$ cat config.mk
export PLATFORM = sky130hd
export DESIGN_NAME = display_scan
export DESIGN_NICKNAME = d
export VERILOG_FILES = /design/src/rtl/display_pkg.sv /design/src/rtl/display_slot_timer.sv /design/src/rtl/display_scan.sv
export SDC_FILE = /design/constraint.sdc
export NUM_CORES = 1
export LEC_CHECK = 0
export BUFFER_PORTS_ARGS = -buffer_cell sky130_fd_sc_hd__buf_4
export CAP_MARGIN = 10
export CORE_UTILIZATION = 45
export CTS_BUF_LIST = sky130_fd_sc_hd__clkbuf_4
export CTS_CLUSTER_DIAMETER = 100
export DETAILED_ROUTE_END_ITERATION = 8
export GPL_TIMING_DRIVEN = 0
export PLACE_DENSITY = 0.73
export SLEW_MARGIN = 30
export SYNTH_ARGS = -nofsm -noshare
export SYNTH_HDL_FRONTEND = slang
export SYNTH_SLANG_ARGS = --single-unit
$ cat constraint.sdc
create_clock -name clk -period 2.7 [get_ports clk]
set_input_delay 0.27 -clock clk [delete_from_list [all_inputs] [get_ports clk]]
set_output_delay 0.27 -clock clk [all_outputs]
set_load 0.05 [all_outputs]
$ cat src/rtl/display_pkg.sv
// Shared types, constants and helpers for the multiplexed 7-segment scan controller.
package display_pkg;

  // Phase within one digit slot: anodes dark first, then the selected digit lit.
  typedef enum logic {
    S_BLANK = 1'b0,
    S_ON    = 1'b1
  } scan_state_e;

  // Widest display the helpers below are sized for; DIGITS must not exceed it.
  localparam int MAX_DIGITS = 16;

  // Active-low anodes: every digit dark. Slice down to the actual digit count.
  localparam logic [MAX_DIGITS-1:0] ANODES_OFF = '1;

  // Bit i set when digit i is a leading zero: it and every more significant
  // digit up to digits-1 are zero. Digit 0 is never marked.
  function automatic logic [MAX_DIGITS-1:0] lead_zero_mask(
    input logic [4*MAX_DIGITS-1:0] val,
    input int                      digits
  );
    logic [MAX_DIGITS-1:0] m;
    logic                  all_zero;
    m        = '0;
    all_zero = 1'b1;
    for (int i = MAX_DIGITS - 1; i >= 1; i--) begin
      if (i < digits) begin
        all_zero = all_zero && (val[4*i +: 4] == 4'h0);
        m[i]     = all_zero;
      end
    end
    return m;
  endfunction

endpackage

$ cat src/rtl/display_slot_timer.sv
// Slot/digit timebase: counts cycles within a digit slot, steps the digit
// index at each slot end and tracks the blank/on phase of the current slot.
module display_slot_timer
  import display_pkg::*;
#(
  parameter int DIGITS = 4,
  parameter int DIV    = 50000,
  parameter int BLANK  = 1000,
  parameter int IDX_W  = $clog2(DIGITS)
) (
  input  logic             clk_i,
  input  logic             rst_i,
  output logic             slot_end_o,   // last cycle of the current slot
  output logic             frame_wrap_o, // last cycle of the last digit's slot
  output logic             in_blank_o,   // current cycle is in the blank phase
  output logic             on_start_o,   // last blank cycle; next cycle lights
  output logic [IDX_W-1:0] idx_o
);

  localparam int CNT_W = $clog2(DIV);

  logic [CNT_W-1:0] cnt_q, cnt_d;
  logic [IDX_W-1:0] idx_q, idx_d;
  scan_state_e      st_q, st_d;
  logic             slot_end;
  logic             last_digit;
  logic             on_start;

  assign slot_end   = (cnt_q == CNT_W'(DIV - 1));
  assign last_digit = (idx_q == IDX_W'(DIGITS - 1));
  assign on_start   = (cnt_q == CNT_W'(BLANK - 1));

  // Counter next-state: wrap the slot counter and advance the digit index.
  always_comb begin
    cnt_d = cnt_q + CNT_W'(1);
    idx_d = idx_q;
    if (slot_end) begin
      cnt_d = '0;
      idx_d = last_digit ? '0 : idx_q + IDX_W'(1);
    end
  end

  // Phase next-state: every slot opens dark and lights after BLANK cycles.
  always_comb begin
    st_d = st_q;
    if (slot_end) begin
      st_d = S_BLANK;
    end else if (on_start) begin
      st_d = S_ON;
    end
  end

  // Timebase registers; reset restarts at digit 0 in the blank phase.
  always_ff @(posedge clk_i) begin
    if (rst_i) begin
      cnt_q <= '0;
      idx_q <= '0;
      st_q  <= S_BLANK;
    end else begin
      cnt_q <= cnt_d;
      idx_q <= idx_d;
      st_q  <= st_d;
    end
  end

  assign slot_end_o   = slot_end;
  assign frame_wrap_o = slot_end && last_digit;
  assign in_blank_o   = (st_q == S_BLANK);
  assign on_start_o   = on_start;
  assign idx_o        = idx_q;

endmodule

$ cat src/rtl/display_scan.sv
// Time-multiplexed scan controller for a common-anode multi-digit 7-segment
// display. Value updates are deferred to frame boundaries; all outputs are
// registered and computed one cycle ahead from the timebase's next state.
module display_scan
  import display_pkg::*;
#(
  parameter int DIGITS = 4,
  parameter int DIV    = 50000,
  parameter int BLANK  = 1000
) (
  input  logic                  clk,
  input  logic                  rst,
  input  logic [4*DIGITS-1:0]   value,
  input  logic                  load,
  input  logic                  lzb,
  output logic [3:0]            digit,
  output logic [DIGITS-1:0]     anodes,
  output logic                  frame_tick
);

  localparam int IDX_W = $clog2(DIGITS);
  localparam int VAL_W = 4 * DIGITS;

  logic             slot_end;
  logic             frame_wrap;
  logic             in_blank;
  logic             on_start;
  logic [IDX_W-1:0] idx;

  display_slot_timer #(
    .DIGITS (DIGITS),
    .DIV    (DIV),
    .BLANK  (BLANK),
    .IDX_W  (IDX_W)
  ) u_timer (
    .clk_i        (clk),
    .rst_i        (rst),
    .slot_end_o   (slot_end),
    .frame_wrap_o (frame_wrap),
    .in_blank_o   (in_blank),
    .on_start_o   (on_start),
    .idx_o        (idx)
  );

  logic [VAL_W-1:0]        active_q, active_d;
  logic [VAL_W-1:0]        pending_q, pending_d;
  logic                    pend_v_q, pend_v_d;
  logic [3:0]              digit_q, digit_d;
  logic [DIGITS-1:0]       anodes_q, anodes_d;
  logic                    frame_tick_q, frame_tick_d;

  logic [IDX_W-1:0]        idx_nxt;
  logic                    on_next;
  logic [4*MAX_DIGITS-1:0] active_ext;
  logic [MAX_DIGITS-1:0]   lz_mask;

  // Value capture: a load on the wrap cycle goes straight to the display,
  // any other load is parked until the next wrap (last one wins).
  always_comb begin
    active_d  = active_q;
    pending_d = pending_q;
    pend_v_d  = pend_v_q;
    if (frame_wrap) begin
      if (load) begin
        active_d = value;
        pend_v_d = 1'b0;
      end else if (pend_v_q) begin
        active_d = pending_q;
        pend_v_d = 1'b0;
      end
    end else if (load) begin
      pending_d = value;
      pend_v_d  = 1'b1;
    end
  end

  // Output next-state: digit changes as a slot opens so the decoder settles
  // while dark; anodes light only in the on phase of a non-blanked digit.
  // active_q equals active_d whenever the next cycle is in the on phase.
  always_comb begin
    idx_nxt    = frame_wrap ? '0 : idx + IDX_W'(1);
    on_next    = !slot_end && (!in_blank || on_start);
    active_ext = '0;
    active_ext[VAL_W-1:0] = active_q;
    lz_mask    = lead_zero_mask(active_ext, DIGITS);

    digit_d = digit_q;
    if (slot_end) begin
      digit_d = active_d[4*idx_nxt +: 4];
    end

    anodes_d = ANODES_OFF[DIGITS-1:0];
    if (on_next && !(lzb && lz_mask[idx])) begin
      anodes_d[idx] = 1'b0;
    end

    frame_tick_d = frame_wrap;
  end

  // Value and output registers; reset drops any parked value.
  always_ff @(posedge clk) begin
    if (rst) begin
      active_q     <= '0;
      pending_q    <= '0;
      pend_v_q     <= 1'b0;
      digit_q      <= 4'h0;
      anodes_q     <= ANODES_OFF[DIGITS-1:0];
      frame_tick_q <= 1'b0;
    end else begin
      active_q     <= active_d;
      pending_q    <= pending_d;
      pend_v_q     <= pend_v_d;
      digit_q      <= digit_d;
      anodes_q     <= anodes_d;
      frame_tick_q <= frame_tick_d;
    end
  end

  assign digit      = digit_q;
  assign anodes     = anodes_q;
  assign frame_tick = frame_tick_q;

endmodule
After elaboration in Yosys (flattened, before gate mapping):

Index checks and enable logic that the tools add are counted.

* bits in registers: 61
* input port bits: 20
* word-level logic and storage cells: 47

* shift operators: 1
* bitwise gates (word level): 3
* reduce and logical (&&, ||, !) cells: 17
* multiplexer cells: 9
* $lt $le $gt $ge: 3
* add/subtract/negate cells: 2
* equality and inequality tests: 3

Operators by type and width (count)
* $mux W16: 3
* $add A16 B1 Y16 const B: 1
* $eq A16 B10 Y1 const B: 1
* $eq A16 B16 Y1 const B: 1
* $shiftx A16 B5 Y4: 1
* $logic_not A4 Y1: 3
* $logic_and A1 B1 Y1: 7
* $reduce_or A2 Y1: 3
* $lt A2 B5 Y1 const B: 1
* $mux W2: 2
* $not A4 Y4: 1
* $lt A2 B3 Y1 const B: 1
* $add A2 B1 Y2 const B: 1
* $bmux W1 S2: 1
* $demux W1 S2: 1
* $eq A2 B2 Y1 const B: 1
* $ge A2 B1 Y1 const B: 1
* $logic_not A1 Y1: 2
* $mux W1: 2
* $not A1 Y1: 2
* $reduce_and A2 Y1: 1
* $logic_or A1 B1 Y1: 1

Longest topological paths before layout:

Gate-level depths: netlist (run 1).

* word-level depth: 10
* depth in mapped cells: 9

Hierarchy:

Synthesis (run 1) repeated with hierarchy kept, for this count alone.

* cells, all modules: 334
* area total of the unflattened synthesis: 2836.5 um^2

Modules (own cells, without submodules)
* display_scan: area each 1969.4 um^2, cells each 234, instances 1
* display_slot_timer: area each 867.1 um^2, cells each 100, instances 1

Worst setup path after synthesis (run 1):

No wires, ideal clock.

* path kind: register to register
* start: reg u_timer.cnt_q[0]
* end: reg pending_q[10]
* data arrival time: 2.169 ns
* stages on the path, launching flop included: 10
* library setup time: 0.128 ns
* clock period less this slack: 2.296 ns
* buffers on the path: 3
* slack: 0.404 ns
* cell sequence: dfxtp_1 > ha_1 > and3_1 > clkbuf_1 > and4_1 > clkbuf_1 > a31oi_2 > buf_2 > mux2i_1 > nor2_1

* cells in the longest elaborated chain, start to end: 4

Ends and longest elaborated chain
* from (decl): RTL line display_slot_timer.sv:22 `logic [CNT_W-1:0] cnt_q, cnt_d;`
* from (signal assigned): RTL line display_slot_timer.sv:60 `cnt_q <= cnt_d;`
* $eq A16 B16 Y1: RTL line display_slot_timer.sv:29 `assign slot_end = (cnt_q == CNT_W'(DIV - 1));`
* $logic_and A1 B1 Y1: RTL line display_slot_timer.sv:67 `assign frame_wrap_o = slot_end && last_digit;`
* $not A1 Y1 (no source line)
* $reduce_and A2 Y1 (no source line)
* to (signal assigned): RTL line display_scan.sv:111 `pending_q <= pending_d;`
* to (decl): RTL line display_scan.sv:46 `logic [VAL_W-1:0] pending_q, pending_d;`

Every way passes these cells.
A chain may end at the register's enable or synchronous reset.

Worst setup path after layout (run 1):

* start: reg u_timer.idx_q[0], in the netlist u_timer.idx_o[0]
* end: reg digit_q[3], in the netlist digit[3]

* cells in the longest elaborated chain, start to end: 4

Ends and longest elaborated chain
* from (decl): RTL line display_slot_timer.sv:23 `logic [IDX_W-1:0] idx_q, idx_d;`
* from (signal assigned): RTL line display_slot_timer.sv:61 `idx_q <= idx_d;`
* branches (longest 3 deep; another with $add A2 B1 Y2)
* $shiftx A16 B5 Y4 (*): RTL line display_scan.sv:89 `digit_d = active_d[4*idx_nxt +: 4];`
* to (signal assigned): RTL line display_scan.sv:113 `digit_q <= digit_d;`
* to (decl): RTL line display_scan.sv:48 `logic [3:0] digit_q, digit_d;`

Mark *: on every way between the ends.

==> reports/qor.yml, run 1 <==
run_status:
  status: "complete, no violations"
sta:
  max_slew_margin: 0.6108
  period_minus_slack_ns: 2.509
  setup_viol: 0
  final-hold-violation-count: 0
  report.final.slew_viol_count: 0
  clock.fmax_mhz: 398.6
  skew_ns: 0.01069
  fin_ws_ns: 0.1911
  rsz0062_at_grt: "false"
  finalCritPeriodShare: 0.9292
  whs_ns: 0.09404
  tightestPinTransition_ns: 0.5838
routing:
  drt-pass1-iter-count: 4
  avgViaCountPerCell: 5.690
  via_count: 2629
  post_drt_wl_per_cell_um: 15.42
  ant_nets: 0
  drc: 0
  drt_iter0_drc: 333
  totalWireLength_um: 7124
placed_design:
  gp_congestion: 0.8992
  dp_hpwl_um: 5065
  portBuffers: 27
  dpl.cell_count: 444
  pre_cts_slack_ns: -0.06088
die:
  die_width_um: 82.58
  placementRows: 28
  die_y_um: 82.58
  core_area_um2: 6096
  die-area_um2: 6819
  io_pins: 29
  start_util: 0.4793
clock_network:
  cts_root_buf: "clkbuf_4"
  cts_tree: "yes"
  h-tree-depth: 3
  worstSkewPairLatency_ns: 0.42
  cts_buffers: 9
  clock_path_buffers: 2
  clock-sinks: 61
  cts.clk_slew.worst_paths_ns: 0.10
synth:
  synthDistinctLibCells: 45
  synth-main-ff-cell: "dfxtp_1"
  ys_ff_latch: 61
  ys_seq_area_frac: 0.4180
  synth_area_leaders: "dfxtp_1 (42%), mux2i_1 (8.9%), nor2_1 (8.7%)"
  yosysTopAreaCell: "dfxtp_1"
  yosysWarnings: 0
  synth_fp_nets: 367
  netlist_instances: 342
  synthArstFlopShare: 0
  synth_edf_count: 0
  mappedNetlistArea_um2: 2922
  yosys.area.top_type_share: 0.4180
  syn_avg_cell_area_um2: 8.543
critical_path:
  slowest_delay_ns: 0.51
  cp.depth: 8
  required_ns: 3.07
  end_kind: "flip-flop"
  critical-path-top-delay-family: "simple AND/OR/NAND/NOR gates"
  r2r_cells: 8
  critical_path.cell_chain: "ha_1 -> inv_1 -> or4_1 -> buf_2 -> buf_6 -> or3_1 -> a21oi_1 -> o21a_1"
  timing.rr.end: "digit[3]$_SDFFE_PP0P_"
  worstPathArrival_ns: 2.87
  crit_end: "digit[3]$_SDFFE_PP0P_"
  critical_path.max_fanout: 10
  cp_slowest_cell: "or4_1"
  critPathLaunch: "u_timer.idx_o[0]$_SDFFE_PP0P_"
  startpoint_type: "flip-flop"
  critPathBufInv: 3
  r2r-start: "u_timer.idx_o[0]$_SDFFE_PP0P_"
  critPathKind: "reg2reg"
  ff2ff_setup_slack_ns: 0.19
layout:
  post-route-util: 0.5601
  antennaDiodeCount: 0
  nets: 407
  drive_gt1_frac: 0.1473
  mostFrequentLayoutCell: "nor2_1"
  most-common-layout-cells: "nor2_1 (67), dfxtp_1 (61), buf_4 (31)"
  syn2layout_area_growth_pct: 16.87
  layout.cells.non_filler: 462
global_route:
  grt_max_degree: 11
  grt_use_met3: 0.07582
  antenna_found_initial: 0
  overflow: 0
  use_met1: 0.2944
  grt_pass1_wl_um: 11700
  track_usage: 0.2335
  busiest_layer: "met2"
  grtUsageMet2: 0.3645
  first_global_vias: 2471
flow_run:
  cap_violations: 0
power:
  peakVddDrop_uv: 449.4
  p_per_area_nw_per_um2: 519.3
  leakage_nw: 1.279
min_path:
  hold_path.class: "in2reg"
==> final cells by class <==
class | count | area [µm²]
repair buffers | 30 | 225.2
fillers | 590 | 2681
multi-input cells | 249 | 1589
clock inverters | 6 | 77.57
inverters | 9 | 33.78
clock buffers | 10 | 75.07
well taps | 75 | 93.84
flip-flops and latches | 61 | 1221
plain buffers | 22 | 98.84
==> sequential cells by signal, summed over array words and instances, names as in the netlist <==
signal         cells
u_timer.idx_o      2
pending_q         16
u_timer.cnt_q     16
anodes             4
frame_tick         1
pend_v_q           1
active_q          16
u_timer.st_q       1
digit              4
==> where the power goes <==
| group | switching, W | internal [W] |
|---|---|---|
| clock | 0.000332 | 0.000377 |
| sequential | 0.0000133 | 0.000918 |
| combinational | 0.0000733 | 0.0000595 |
| total | 0.000418 | 0.00135 |
==> Yosys cell counts (5+ instances only) <==
cell type and n:
nor2_1 68, dfxtp_1 61, mux2i_1 26, nand2_1 22
clkbuf_1 16, o21ai_0 13, a21oi_1 12, nand3_1 11
inv_1 9, nand2b_1 9, xor2_1 9, o32a_1 8
a2111oi_0 7, nor3_1 7, ha_1 5
==> layer usage <==
metal / up-vias / wire, µm
li1: 1305 / -
met2: 87 / 3173
met4: 0 / 179
met5: - / 0
met3: 19 / 428
met1: 1218 / 3343
==> kinds of logic after synthesis <==
group,synth area share
xor gates and xnor gates,0.03897
and+or+nand+nor,0.2253
buffers and inverters,0.04582
AOI/OAI and AO/OA,0.1615
muxes,0.08908
adders and majority gates,0.02141
DFF,0.4180
==> metrics by stage <==
stage	setup TNS (ns)	area, µm²	power (W)
2_1_floorplan	0	2922	0.001032
3_3_place_gp	-0.02212	3218	0.001079
3_5_place_dp	-0.1093	3218	0.001083
4_1_cts	-0.1225	3373	0.001786
5_1_grt	0	3415	0.001848
6_report	0	3415	0.001773
==> timing repair <==
item | CTS | global route
hold buffers | 0 | 0
resized for setup | 1 | 7
endpoints found under the setup margin | 14 | 28
pin swaps | 0 | 2
buffers inserted | 0 | 3
hold endpoints to repair | 0 | 0
==> worst reg2reg max path, stage by stage, from the launching register on <==
cell and delay [ns]:
dfxtp_1 0.48, ha_1 0.33, inv_1 0.17, or4_1 0.52, buf_2 0.17, buf_6 0.14
or3_1 0.35, a21oi_1 0.16, o21a_1 0.14
==> worst min path at each step <==
stage,from,end,slack (ns),cells after the start
after floorplan,value[12],pending_q[12]$_SDFFE_PP0P_,0.42,2
after global placement,u_timer.cnt_q[0]$_SDFF_PP0_,u_timer.cnt_q[0]$_SDFF_PP0_,0.44,1
after detailed placement,u_timer.cnt_q[0]$_SDFF_PP0_,u_timer.cnt_q[0]$_SDFF_PP0_,0.45,1
after CTS,value[14],pending_q[14]$_SDFFE_PP0P_,0.08,3
after global routing,value[12],pending_q[12]$_SDFFE_PP0P_,0.06,3
final,value[12],pending_q[12]$_SDFFE_PP0P_,0.09,3
Note: power is estimated with default switching activity, not from simulation.
==> inputs of run 2 (changes only) <==
SKIP_LAST_GASP = 1   (was not set)
clock period = 2.99 ns   (was 2.7 ns; I/O delays follow)
==> reports/qor.yml, run 2 (same netlist as run 1, synthesis figures left out) <==
layout:
  nets: 405
  syn2layout_area_growth_pct: 15.37
  layout.cells.non_filler: 460
  top_regs: "active_q x16, pending_q x16, u_timer.cnt_q x16"
  antennaDiodeCount: 0
  mostFrequentLayoutCell: "nor2_1"
  most-common-layout-cells: "nor2_1 (68), dfxtp_1 (61), buf_4 (28)"
  drive_gt1_frac: 0.1299
  post-route-util: 0.5530
routing:
  post_drt_wl_per_cell_um: 15.35
  drc: 0
  via_count: 2618
  ant_nets: 0
  drt_iter0_drc: 269
  totalWireLength_um: 7059
  avgViaCountPerCell: 5.691
  drt-pass1-iter-count: 6
critical_path:
  crit_end: "digit[3]$_SDFFE_PP0P_"
  required_ns: 3.30
  worstPathArrival_ns: 3.11
  r2r_cells: 8
  timing.rr.end: "digit[3]$_SDFFE_PP0P_"
  end_kind: "flip-flop"
  crit_path_frequent_cell: "clkbuf_1"
  critPathBufInv: 2
  r2r-start: "u_timer.cnt_q[0]$_SDFF_PP0_"
  critical-path-top-delay-family: "simple AND/OR/NAND/NOR gates"
  cp_slowest_cell: "nor2_1"
  cp.depth: 8
  critical_path.max_fanout: 10
  critPathKind: "reg2reg"
  slowest_delay_ns: 0.53
  startpoint_type: "flip-flop"
  critical_path.cell_chain: "ha_1 -> and3_1 -> clkbuf_1 -> nand4_1 -> clkbuf_1 -> nor2_1 -> o2111ai_1 -> o21a_1"
  critPathLaunch: "u_timer.cnt_q[0]$_SDFF_PP0_"
  ff2ff_setup_slack_ns: 0.20
die:
  die_width_um: 82.58
  start_util: 0.4793
  placementRows: 28
  die-area_um2: 6819
  die_y_um: 82.58
  core_area_um2: 6096
  io_pins: 29
global_route:
  grt_pass1_wl_um: 11700
  first_global_vias: 2468
  track_usage: 0.2335
  antenna_found_initial: 0
  grt_max_degree: 11
  overflow: 0
sta:
  finalCritPeriodShare: 0.9344
  setup_viol: 0
  clock.fmax_mhz: 357.9
  tightestPinTransition_ns: 0.6266
  report.final.slew_viol_count: 0
  period_minus_slack_ns: 2.794
  fin_tns_setup_ns: 0
  max_slew_margin: 0.5810
  final-hold-violation-count: 0
  rsz0062_at_grt: "false"
  skew_ns: 0.01337
flow_run:
  cap_violations: 0
clock_network:
  cts_root_buf: "clkbuf_4"
  cts_buffers: 9
  h-tree-depth: 3
  clock_path_buffers: 2
  clock-sinks: 61
  cts_resized: 0
  postCtsHoldBufs: 0
  cts.clk_slew.worst_paths_ns: 0.10
  postCtsSetupRepairBufs: 0
  worstSkewPairLatency_ns: 0.42
  cts_tree: "yes"
placed_design:
  portBuffers: 27
  dp_hpwl_um: 5065
  gp_congestion: 0.8992
  dpl.cell_count: 444
power:
  p_per_area_nw_per_um2: 474.2
  peakVddDrop_uv: 405.5
  leakage_nw: 1.264
run_status:
  status: "complete, no violations"
min_path:
  hold_path.class: "in2reg"
[run 2: changes by cell type in the layout (fill, tap and decap cells not counted), sizes merged]
| cell | before | now |
|---|---|---|
| clkbuf | 25 | 26 |
| buf | 37 | 34 |
[run 2: final cells by class]
class                   instances  area [µm²]
fillers                       596        2725
multi-input cells             249        1567
flip-flops and latches         61        1221
repair buffers                 27       202.7
plain buffers                  23       100.1
well taps                      75       93.84
clock inverters                 6       77.57
clock buffers                  10       75.07
inverters                       9       33.78
[run 2: worst min path at each step]
| stage | slack, ns | start | endpoint | depth (start not counted) |
|---|---|---|---|---|
| floorplan | 0.43 | u_timer.st_q$_SDFFE_PP0P_ | u_timer.st_q$_SDFFE_PP0P_ | 2 |
| global placement | 0.44 | u_timer.cnt_q[0]$_SDFF_PP0_ | u_timer.cnt_q[0]$_SDFF_PP0_ | 1 |
| detailed placement | 0.45 | u_timer.cnt_q[0]$_SDFF_PP0_ | u_timer.cnt_q[0]$_SDFF_PP0_ | 1 |
| CTS | 0.11 | value[14] | pending_q[14]$_SDFFE_PP0P_ | 3 |
| global route | 0.09 | value[12] | pending_q[12]$_SDFFE_PP0P_ | 3 |
| finish | 0.12 | value[7] | pending_q[7]$_SDFFE_PP0P_ | 3 |
[run 2: per-stage QoR]
| stage | power (W) | worst slack [ns] | hold WS, ns | area [µm²] |
|---|---|---|---|---|
| final | 0.001599 | 0.1961 | 0.1223 | 3371 |
| after global routing | 0.001668 | 0.001248 | 0.08849 | 3371 |
| after CTS | 0.001612 | 0.1940 | 0.1129 | 3371 |
| after detailed placement | 0.0009777 | 0.2291 | 0.4483 | 3218 |
| after global placement | 0.0009743 | 0.2679 | 0.4402 | 3218 |
| after floorplan | 0.0009322 | 0.6937 | 0.4269 | 2922 |
[run 2: power by group]
group,internal [W],total [W],switching (W)
Sequential,0.000829,0.000841,0.0000116
Clock,0.000341,0.000639,0.000298
Combinational,0.0000533,0.000119,0.0000657
[run 2: layer usage]
| metal | GRT usage | part of all wire | up-vias |
|---|---|---|---|
| met2 | 0.3669 | 0.45 | 88 |
| li1 | - | - | 1297 |
| met4 | 0.09310 | 0.020 | 0 |
| met1 | 0.2950 | 0.47 | 1218 |
| met3 | 0.07582 | 0.057 | 15 |
| met5 | 0 | 0 | - |
[run 2: worst reg2reg max path, stage by stage, from the launching register on]
cell and delay [ns]:
dfxtp_1 0.38, ha_1 0.21, and3_1 0.16, clkbuf_1 0.24
nand4_1 0.43, clkbuf_1 0.33, nor2_1 0.53, o2111ai_1 0.20
o21a_1 0.21
==> inputs of run 3 (changes only) <==
REMOVE_ABC_BUFFERS = 1   (was not set)
==> reports/qor.yml, run 3 (same netlist as run 1, synthesis figures left out) <==
sta:
  final-hold-violation-count: 0
  setup_viol: 0
  max_slew_margin: 0.3782
  period_minus_slack_ns: 2.633
  report.final.slew_viol_count: 0
  rsz0062_at_grt: "false"
  clock.fmax_mhz: 379.8
  finalCritPeriodShare: 0.8805
  tightestPinTransition_ns: 0.9314
  fin_tns_setup_ns: 0
  skew_ns: 0.008284
placed_design:
  dpl.cell_count: 422
  dp_hpwl_um: 4334
  portBuffers: 28
  placed_cell_area_um2: 3134
  gp_congestion: 0.7812
critical_path:
  r2r-start: "u_timer.idx_o[0]$_SDFFE_PP0P_"
  worstPathArrival_ns: 2.95
  startpoint_type: "flip-flop"
  critical_path.max_fanout: 15
  required_ns: 3.30
  timing.rr.end: "digit[1]$_SDFFE_PP0P_"
  r2r_cells: 6
  critPathKind: "reg2reg"
  ff2ff_setup_slack_ns: 0.36
  end_kind: "flip-flop"
layout:
  multi_input_area_um2: 1589
  top_regs: "active_q x16, pending_q x16, u_timer.cnt_q x16"
  antennaDiodeCount: 0
  ff_latch_area_um2: 1222
  layout.cells.non_filler: 443
  syn2layout_area_growth_pct: 14.30
  nets: 388
  mostFrequentLayoutCell: "nor2_1"
  most-common-layout-cells: "nor2_1 (67), dfxtp_1 (60), buf_4 (33)"
  finalInstanceArea_um2: 3339
  drive_gt1_frac: 0.1549
  fillers: 599
clock_network:
  postCtsHoldBufs: 0
  clock-sinks: 61
  cts_root_buf: "clkbuf_4"
  h-tree-depth: 3
  cts.clk_slew.worst_paths_ns: 0.11
  cts_buffers: 9
  clock_path_buffers: 2
  cts_tree: "yes"
  worstSkewPairLatency_ns: 0.40
power:
  leakage_nw: 1.252
  p_per_area_nw_per_um2: 477.1
  peakVddDrop_uv: 307.4
  total_power_w: 0.001593
die:
  start_util: 0.4793
  placementRows: 28
  die-area_um2: 6819
  die_y_um: 82.58
  core_area_um2: 6096
  die_width_um: 82.58
  io_pins: 29
routing:
  post_drt_wl_per_cell_um: 15.33
  totalWireLength_um: 6792
  highest_layer: "met4"
  wl_met3_um: 382
  wl_met1_um: 3229
  drt-pass1-iter-count: 5
  ant_nets: 0
  drt_iter0_drc: 278
  via_count: 2608
  met2WireLength_um: 3012
  avgViaCountPerCell: 5.887
  drc: 0
global_route:
  grt_max_degree: 43
  first_global_vias: 2349
  track_usage: 0.2225
  overflow: 0
  antenna_found_initial: 0
  grt_pass1_wl_um: 11250
run_status:
  status: "complete, no violations"
min_path:
  hold_path.class: "in2reg"
  worstHoldStart: "value[5]"
  holdPathEnd: "pending_q[5]$_SDFFE_PP0P_"
  hold-path-cell-count: 3
flow_run:
  cap_violations: 0
-- run 3: changes by cell type in the layout (fill, tap and decap cells not counted), sizes merged --
| cell | change |
|---|---|
| buf | -1 |
| clkbuf | -16 |
-- run 3: how the worst max path moves through the flow --
stage,startpoint,to,slack (ns)
final,u_timer.idx_o[0]$_SDFFE_PP0P_,digit[1]$_SDFFE_PP0P_,0.36
after global routing,u_timer.cnt_q[4]$_SDFF_PP0_,anodes[2]$_SDFF_PP1_,0.20
after CTS,u_timer.cnt_q[0]$_SDFF_PP0_,digit[3]$_SDFFE_PP0P_,0.11
after detailed placement,u_timer.idx_o[0]$_SDFFE_PP0P_,digit[1]$_SDFFE_PP0P_,-0.27
after global placement,u_timer.idx_o[0]$_SDFFE_PP0P_,digit[1]$_SDFFE_PP0P_,-0.11
after floorplan,u_timer.idx_o[0]$_SDFFE_PP0P_,digit[3]$_SDFFE_PP0P_,0.39
-- run 3: worst max-delay path, cell delays in order, from the launching register on --
cell	delay, ns
dfxtp_2	0.55
ha_2	0.46
inv_1	0.22
or4_4	0.68
o21ai_0	0.20
o211ai_1	0.15
a311oi_1	0.29
-- run 3: through the flow --
| stage | hold slack [ns] | util | worst slack [ns] |
|---|---|---|---|
| floorplan | 0.3681 | - | 0.3933 |
| global placement | 0.4450 | 0.5127 | -0.1096 |
| detailed placement | 0.4523 | 0.5142 | -0.2722 |
| CTS | 0.1176 | 0.5423 | 0.1097 |
| global route | 0.1229 | 0.5478 | 0.1996 |
| finish | 0.1333 | 0.5478 | 0.3572 |
-- run 3: cell type report --
type	count	share of cell area
clock buffers	10	0.02248
well taps	75	0.02810
multi-input cells	249	0.4758
inverters	9	0.01012
flip-flops and latches	61	0.3661
clock inverters	6	0.02323
repair buffers	33	0.07419
-- run 3: power breakdown --
| part | internal (W) | switching [W] | leakage [nW] | total (W) |
|---|---|---|---|---|
| clock | 0.000341 | 0.000300 | 0.0852 | 0.000641 |
| combinational | 0.0000514 | 0.0000550 | 0.671 | 0.000106 |
| sequential | 0.000829 | 0.0000166 | 0.496 | 0.000846 |
| total | 0.00122 | 0.000372 | 1.25 | 0.00159 |
-- run 3: routing by layer --
layer  GRT usage  up-vias
li1            -     1271
met1      0.3012     1222
met2      0.3322       94
met3     0.04286       21
met4      0.1190        0
met5           0        -
-- run 3: repair_timing --
item,in CTS,in global routing
pin swaps,1,1
endpoints found under the setup margin,12,6
buffers inserted,2,3
resized for setup,2,3
